<file path="config.mk">
export PLATFORM = sky130hd
export DESIGN_NAME = pearson_msg_loader
export DESIGN_NICKNAME = d
export VERILOG_FILES = /design/src/rtl/pearson_pkg.sv /design/src/rtl/pearson_lane_buf.sv /design/src/rtl/pearson_msg_loader.sv
export SDC_FILE = /design/constraint.sdc
export NUM_CORES = 1
export LEC_CHECK = 0
export CAP_MARGIN = 20
export CORE_AREA = 8 8 90 92
export CTS_CLUSTER_DIAMETER = 200
export CTS_CLUSTER_SIZE = 12
export DETAILED_ROUTE_END_ITERATION = 6
export DIE_AREA = 0 0 98 100
export PLACE_DENSITY_LB_ADDON = 0.2
export SYNTH_ARGS = -nofsm -noshare
export SYNTH_HDL_FRONTEND = slang
export SYNTH_SLANG_ARGS = --single-unit
</file>
<file path="constraint.sdc">
create_clock -name clk -period 2.8 [get_ports clk]
set_clock_uncertainty 0.1 [all_clocks]
set_input_delay 0.56 -clock clk [delete_from_list [all_inputs] [get_ports clk]]
set_output_delay 0.56 -clock clk [all_outputs]
set_load 0.05 [all_outputs]
</file>
<file path="src/rtl/pearson_pkg.sv">
// Shared types and defaults for the Pearson hash front end and hasher.
package pearson_pkg;

    localparam int          MSG_LEN_DEF  = 8;
    localparam logic [7:0]  PAD_BYTE_DEF = 8'h00;
    localparam int          LEN_W        = $clog2(MSG_LEN_DEF + 1);

    // Encoded as plain constants so legacy code comparing raw state bits still works.
    typedef logic [1:0] state_t;
    localparam state_t FILL  = 2'd0;
    localparam state_t ISSUE = 2'd1;
    localparam state_t WAIT  = 2'd2;
    localparam state_t DRAIN = 2'd3;

endpackage

</file>
<file path="src/rtl/pearson_lane_buf.sv">
// MSG_LEN x 8 lane register: one byte write per cycle, synchronous clear to PAD_BYTE.
module pearson_lane_buf
    import pearson_pkg::*;
#(
    parameter int         MSG_LEN  = MSG_LEN_DEF,
    parameter logic [7:0] PAD_BYTE = PAD_BYTE_DEF
) (
    input  logic                         clk,
    input  logic                         reset,
    input  logic                         wr_en,
    input  logic [$clog2(MSG_LEN)-1:0]   idx,
    input  logic [7:0]                   data,
    input  logic                         clear,
    output logic [8*MSG_LEN-1:0]         msg
);

    logic [MSG_LEN-1:0][7:0] lanes;

    for (genvar i = 0; i < MSG_LEN; i++) begin : g_lane
        always_ff @(posedge clk or posedge reset) begin
            if (reset)
                lanes[i] <= PAD_BYTE;
            else if (clear)
                lanes[i] <= PAD_BYTE;
            else if (wr_en && idx == ($clog2(MSG_LEN))'(i))
                lanes[i] <= data;
        end
    end

    assign msg = lanes;

endmodule

</file>
<file path="src/rtl/pearson_msg_loader.sv">
// Packs a byte stream into a padded message block and hands it to the Pearson hasher.
// Optional truncation counter (err_trunc) is built when PEARSON_LOADER_ERR_EN is defined.
module pearson_msg_loader
    import pearson_pkg::*;
#(
    parameter int         MSG_LEN  = MSG_LEN_DEF,
    parameter logic [7:0] PAD_BYTE = PAD_BYTE_DEF
) (
    input  logic                           clk,
    input  logic                           reset,
    input  logic [7:0]                     s_data,
    input  logic                           s_valid,
    input  logic                           s_last,
    output logic                           s_ready,
    output logic [8*MSG_LEN-1:0]           m_msg,
    output logic [$clog2(MSG_LEN+1)-1:0]   m_len,
    output logic                           m_start,
    input  logic                           m_done
`ifdef PEARSON_LOADER_ERR_EN
    ,
    output logic [7:0]                     err_trunc
`endif
);

    localparam int CW = $clog2(MSG_LEN + 1);
    localparam int IW = $clog2(MSG_LEN);

    state_t         state, state_nxt;
    logic [CW-1:0]  cnt;
    logic           trunc;
    logic           accept, full_hit, wr_en, clear;

    // Outputs decode registered state only, so no input reaches s_ready combinationally.
    assign s_ready  = (state == FILL) || (state == DRAIN);
    assign m_start  = (state == ISSUE);
    assign m_len    = cnt;

    assign accept   = s_valid && s_ready;
    assign full_hit = (cnt == CW'(MSG_LEN - 1));
    assign wr_en    = (state == FILL) && accept;
    assign clear    = ((state == WAIT) && m_done && !trunc) ||
                      ((state == DRAIN) && accept && s_last);

    always_comb begin
        state_nxt = state;
        case (state)
            FILL:    if (accept && (s_last || full_hit)) state_nxt = ISSUE;
            ISSUE:   state_nxt = WAIT;
            WAIT:    if (m_done) state_nxt = trunc ? DRAIN : FILL;
            DRAIN:   if (accept && s_last) state_nxt = FILL;
            default: state_nxt = FILL;
        endcase
    end

    always_ff @(posedge clk or posedge reset) begin
        if (reset) begin
            state <= FILL;
            cnt   <= '0;
            trunc <= 1'b0;
        end else begin
            state <= state_nxt;
            if (clear)
                cnt <= '0;
            else if (wr_en)
                cnt <= cnt + 1'b1;
            // Block filled without seeing s_last: the tail must be drained after the hasher is done.
            if (wr_en && full_hit && !s_last)
                trunc <= 1'b1;
            else if ((state == DRAIN) && accept && s_last)
                trunc <= 1'b0;
        end
    end

`ifdef PEARSON_LOADER_ERR_EN
    always_ff @(posedge clk or posedge reset) begin
        if (reset)
            err_trunc <= 8'd0;
        else if ((state == ISSUE) && trunc && (err_trunc != 8'hFF))
            err_trunc <= err_trunc + 8'd1;
    end
`endif

    pearson_lane_buf #(
        .MSG_LEN  (MSG_LEN),
        .PAD_BYTE (PAD_BYTE)
    ) u_lane_buf (
        .clk   (clk),
        .reset (reset),
        .wr_en (wr_en),
        .idx   (cnt[IW-1:0]),
        .data  (s_data),
        .clear (clear),
        .msg   (m_msg)
    );

endmodule

</file>
==> results.yml <==
floorplan:
  die_y_um: 100
  core_sq_mm: 0.00664
  num_rows: 30
  die_w_um: 98
  start_util: 0.469
  io_pins: 83
  dieArea_sq_mm: 0.00980
clock_tree:
  cts_made_buffers: 9
  cts-root-buf: "clkbuf_8"
  worstSkewPairLatency_ns: 0.34
  clock_path_buffers: 2
  cts.sinks: 71
  htree_num_levels: 3
  postCtsHoldBufs: 0
  cts.clk_slew.worst_paths_ns: 0.07
  cts_tree: "built"
synthesis:
  yosysTopAreaCell: "dfrtp_1"
  synthSimpleGateAreaFrac: 0.150
  synth.most_common_cell: "dfrtp_1"
  synth_xor_area_frac: 0.00563
  synthAdderAreaFrac: 0.0402
  syn-cell-area_sq_mm: 0.00311
  ys_warn_count: 0
  async_flop_share: 1.00
  synth_seq_cells: 71
  synth_top_family_by_area: "multiplexers"
  synthTopCellsByArea: "dfrtp_1, mux2i_1, nor2_1"
  netlist_top_cells_count: "dfrtp_1, nor2_1, mux2i_1, nand2_1, a21oi_1"
  synth-edff-count: 0
  synth_compound_area_frac: 0.0462
  synth_top_area_share: 0.571
  ys_types: 26
  synth.area.mux_share: 0.154
  synth.net_count: 315
  synth_cells: 292
  synth-seq-area-share: 0.571
  ys.flop_type: "dfrtp_1"
  syn_area_per_cell_sq_um: 10.7
worst_setup_path:
  startpoint_type: "flop"
  worst_ep_required_time_ns: 2.14
  arrival_ns: 1.80
  path_cells: "inv_1, ha_1, clkdlybuf4s50_1"
  critPathKind: "reg -> out"
  critPathCaptureType: "output port"
  cpPeakStageDelay_ns: 0.80
  cp_max_fo: 5
  cp_slowest_cell: "clkdlybuf4s50_1"
routing:
  route.met2.wl_um: 4030
  wl_per_cell_um: 17.7
  dr.max_layer_used: "met4"
  drt-initial-drc-count: 109
  drtAntennaViolNets: 0
  postRouteWirelength_um: 8070
  via_count: 2335
  drc: 0
  avgViaCountPerCell: 5.11
  route.met3.wl_um: 390
  dr.pass1.iters: 4
  wirelength_met1_um: 3550
sta:
  fin_tns_setup_ns: 0
  worst_pin_slew_ns: 0.587
  fmax_ghz: 0.406
  slew_headroom: 0.608
  rsz0062_at_grt: "no"
  min_period_ns: 2.46
  hold_violations: 0
  setup_viol: 0
  maxSlewViolCount: 0
  timing.final.crit_share: 0.880
final_layout:
  num-nets-final: 395
  layoutNonFillerInstCount: 457
  seqCellArea_sq_mm: 0.00178
  area_delta_synth_final_pct: 35.1
  multi_input_area_sq_mm: 0.00124
  antenna_cells: 0
  drive_gt1_frac: 0.0716
  final_util: 0.633
  fillCellCount: 564
placement:
  dp_hpwl_um: 5700
  place_inst: 441
  gp_congestion: 0.775
  port_buffers: 82
global_route:
  gr-total-overflow: 0
  grt_max_degree: 32
  grtUsageTotal: 0.171
  antenna_found_initial: 0
  grt_pass1_vias: 2461
  grt_pass1_wl_um: 13200
pwr:
  powerDensity_mw_per_mm2: 1160
  total_power_mw: 4.86
  leakagePower_nw: 1.85
  vdd_drop_max_v: 0.000783
min_path:
  min_path_type: "in -> async"
job:
  cap_violations: 0
outcome:
  status: "finished, final reports clean"
## per-stage QoR
step                hold WS, ns  area [sq um]  setup WS [ns]
floorplan                 0.381          3110          0.343
global placement          0.401          4030          0.466
detailed placement        0.408          4030          0.408
CTS                       0.406          4200         0.0351
global route              0.436          4210          0.241
finish                    0.411          4210          0.337
## layout make-up
class,count,area share
clock inverter,3,0.00416
inverter,8,0.00714
tap,80,0.0238
clock buffer,13,0.0378
timing repair buffer,87,0.211
multi-input combinational,195,0.294
sequential,71,0.422
## power by group
| group | switching (mW) | internal (mW) | leakage, nW | total [mW] |
|---|---|---|---|---|
| combinational | 1.74 | 0.850 | 0.785 | 2.59 |
| sequential | 0.206 | 1.33 | 0.972 | 1.54 |
| clock | 0.371 | 0.368 | 0.0894 | 0.739 |
## state kept, by name, indices dropped and copies added, names as in the netlist
name / count
m_len: 4
state: 2
trunc: 1
u_lane_buf.msg: 64
## worst max-delay path, delay by kind of cell (launching register included)
kind,cells,cell delay [ns]
fa+ha+maj,1,0.14
buf+inv,2,0.90
flops,1,0.43
## layout by cell type, fill, tap and decap left out
| cell | count |
|---|---|
| nor2_2 | 6 |
| o22ai_1 | 1 |
| nor4b_1 | 1 |
| clkbuf_8 | 11 |
| a2bb2oi_1 | 1 |
| buf_4 | 3 |
| dfrtp_1 | 71 |
| clkbuf_1 | 2 |
| nor2_1 | 55 |
| dlymetal6s2s_1 | 1 |
| inv_2 | 1 |
| nand3_1 | 1 |
| a211oi_1 | 1 |
| nand3b_1 | 5 |
| clkdlybuf4s50_1 | 81 |
| a22o_1 | 2 |
| buf_12 | 2 |
| xor2_1 | 1 |
| nand2b_1 | 1 |
| nand4_1 | 1 |
| nand2_1 | 36 |
| nand2_2 | 1 |
| xnor2_1 | 1 |
| ha_1 | 10 |
| o21ai_0 | 2 |
| and3b_1 | 1 |
| o22a_1 | 1 |
| clkinvlp_4 | 1 |
| and2_1 | 2 |
| mux2i_1 | 48 |
| a21oi_1 | 17 |
| clkinv_2 | 2 |
| inv_1 | 7 |
## cell families after synthesis
family / after synthesis
multiplexers: 48
adder cells (fa/ha/maj): 10
buffers and inverters: 26
XOR/XNOR: 2
AO/OA/AOI/OAI: 25
AND/OR/NAND/NOR: 110
flip-flops: 71
## routing by layer
layer / vias up / GRT usage
li1: 1111 / -
met1: 1155 / 0.208
met2: 61 / 0.281
met3: 8 / 0.0422
met4: 0 / 0.0803
met5: - / 0
## repair_timing
| action | in CTS | in global routing |
|---|---|---|
| gates resized for setup | 0 | 1 |
| setup endpoints to repair | 0 | 1 |
| setup buffers | 0 | 0 |
| endpoints found under the hold margin | 0 | 0 |
## final timing paths
kind	slack, ns	endpoint	cells past startpoint	start
worst max-delay path	0.34	m_start	3	state[1]$_DFFE_PP0P_
max in group asynchronous	1.46	u_lane_buf.msg[12]$_DFFE_PP0P_	3	reset
worst min register to register	0.42	u_lane_buf.msg[24]$_DFFE_PP0P_	2	u_lane_buf.msg[24]$_DFFE_PP0P_
worst min-delay path	0.41	u_lane_buf.msg[22]$_DFFE_PP0P_	2	reset
worst max register to register	0.61	u_lane_buf.msg[42]$_DFFE_PP0P_	6	state[1]$_DFFE_PP0P_
min in group clk	0.42	u_lane_buf.msg[24]$_DFFE_PP0P_	2	u_lane_buf.msg[24]$_DFFE_PP0P_
(Power assumes the default switching activity.)
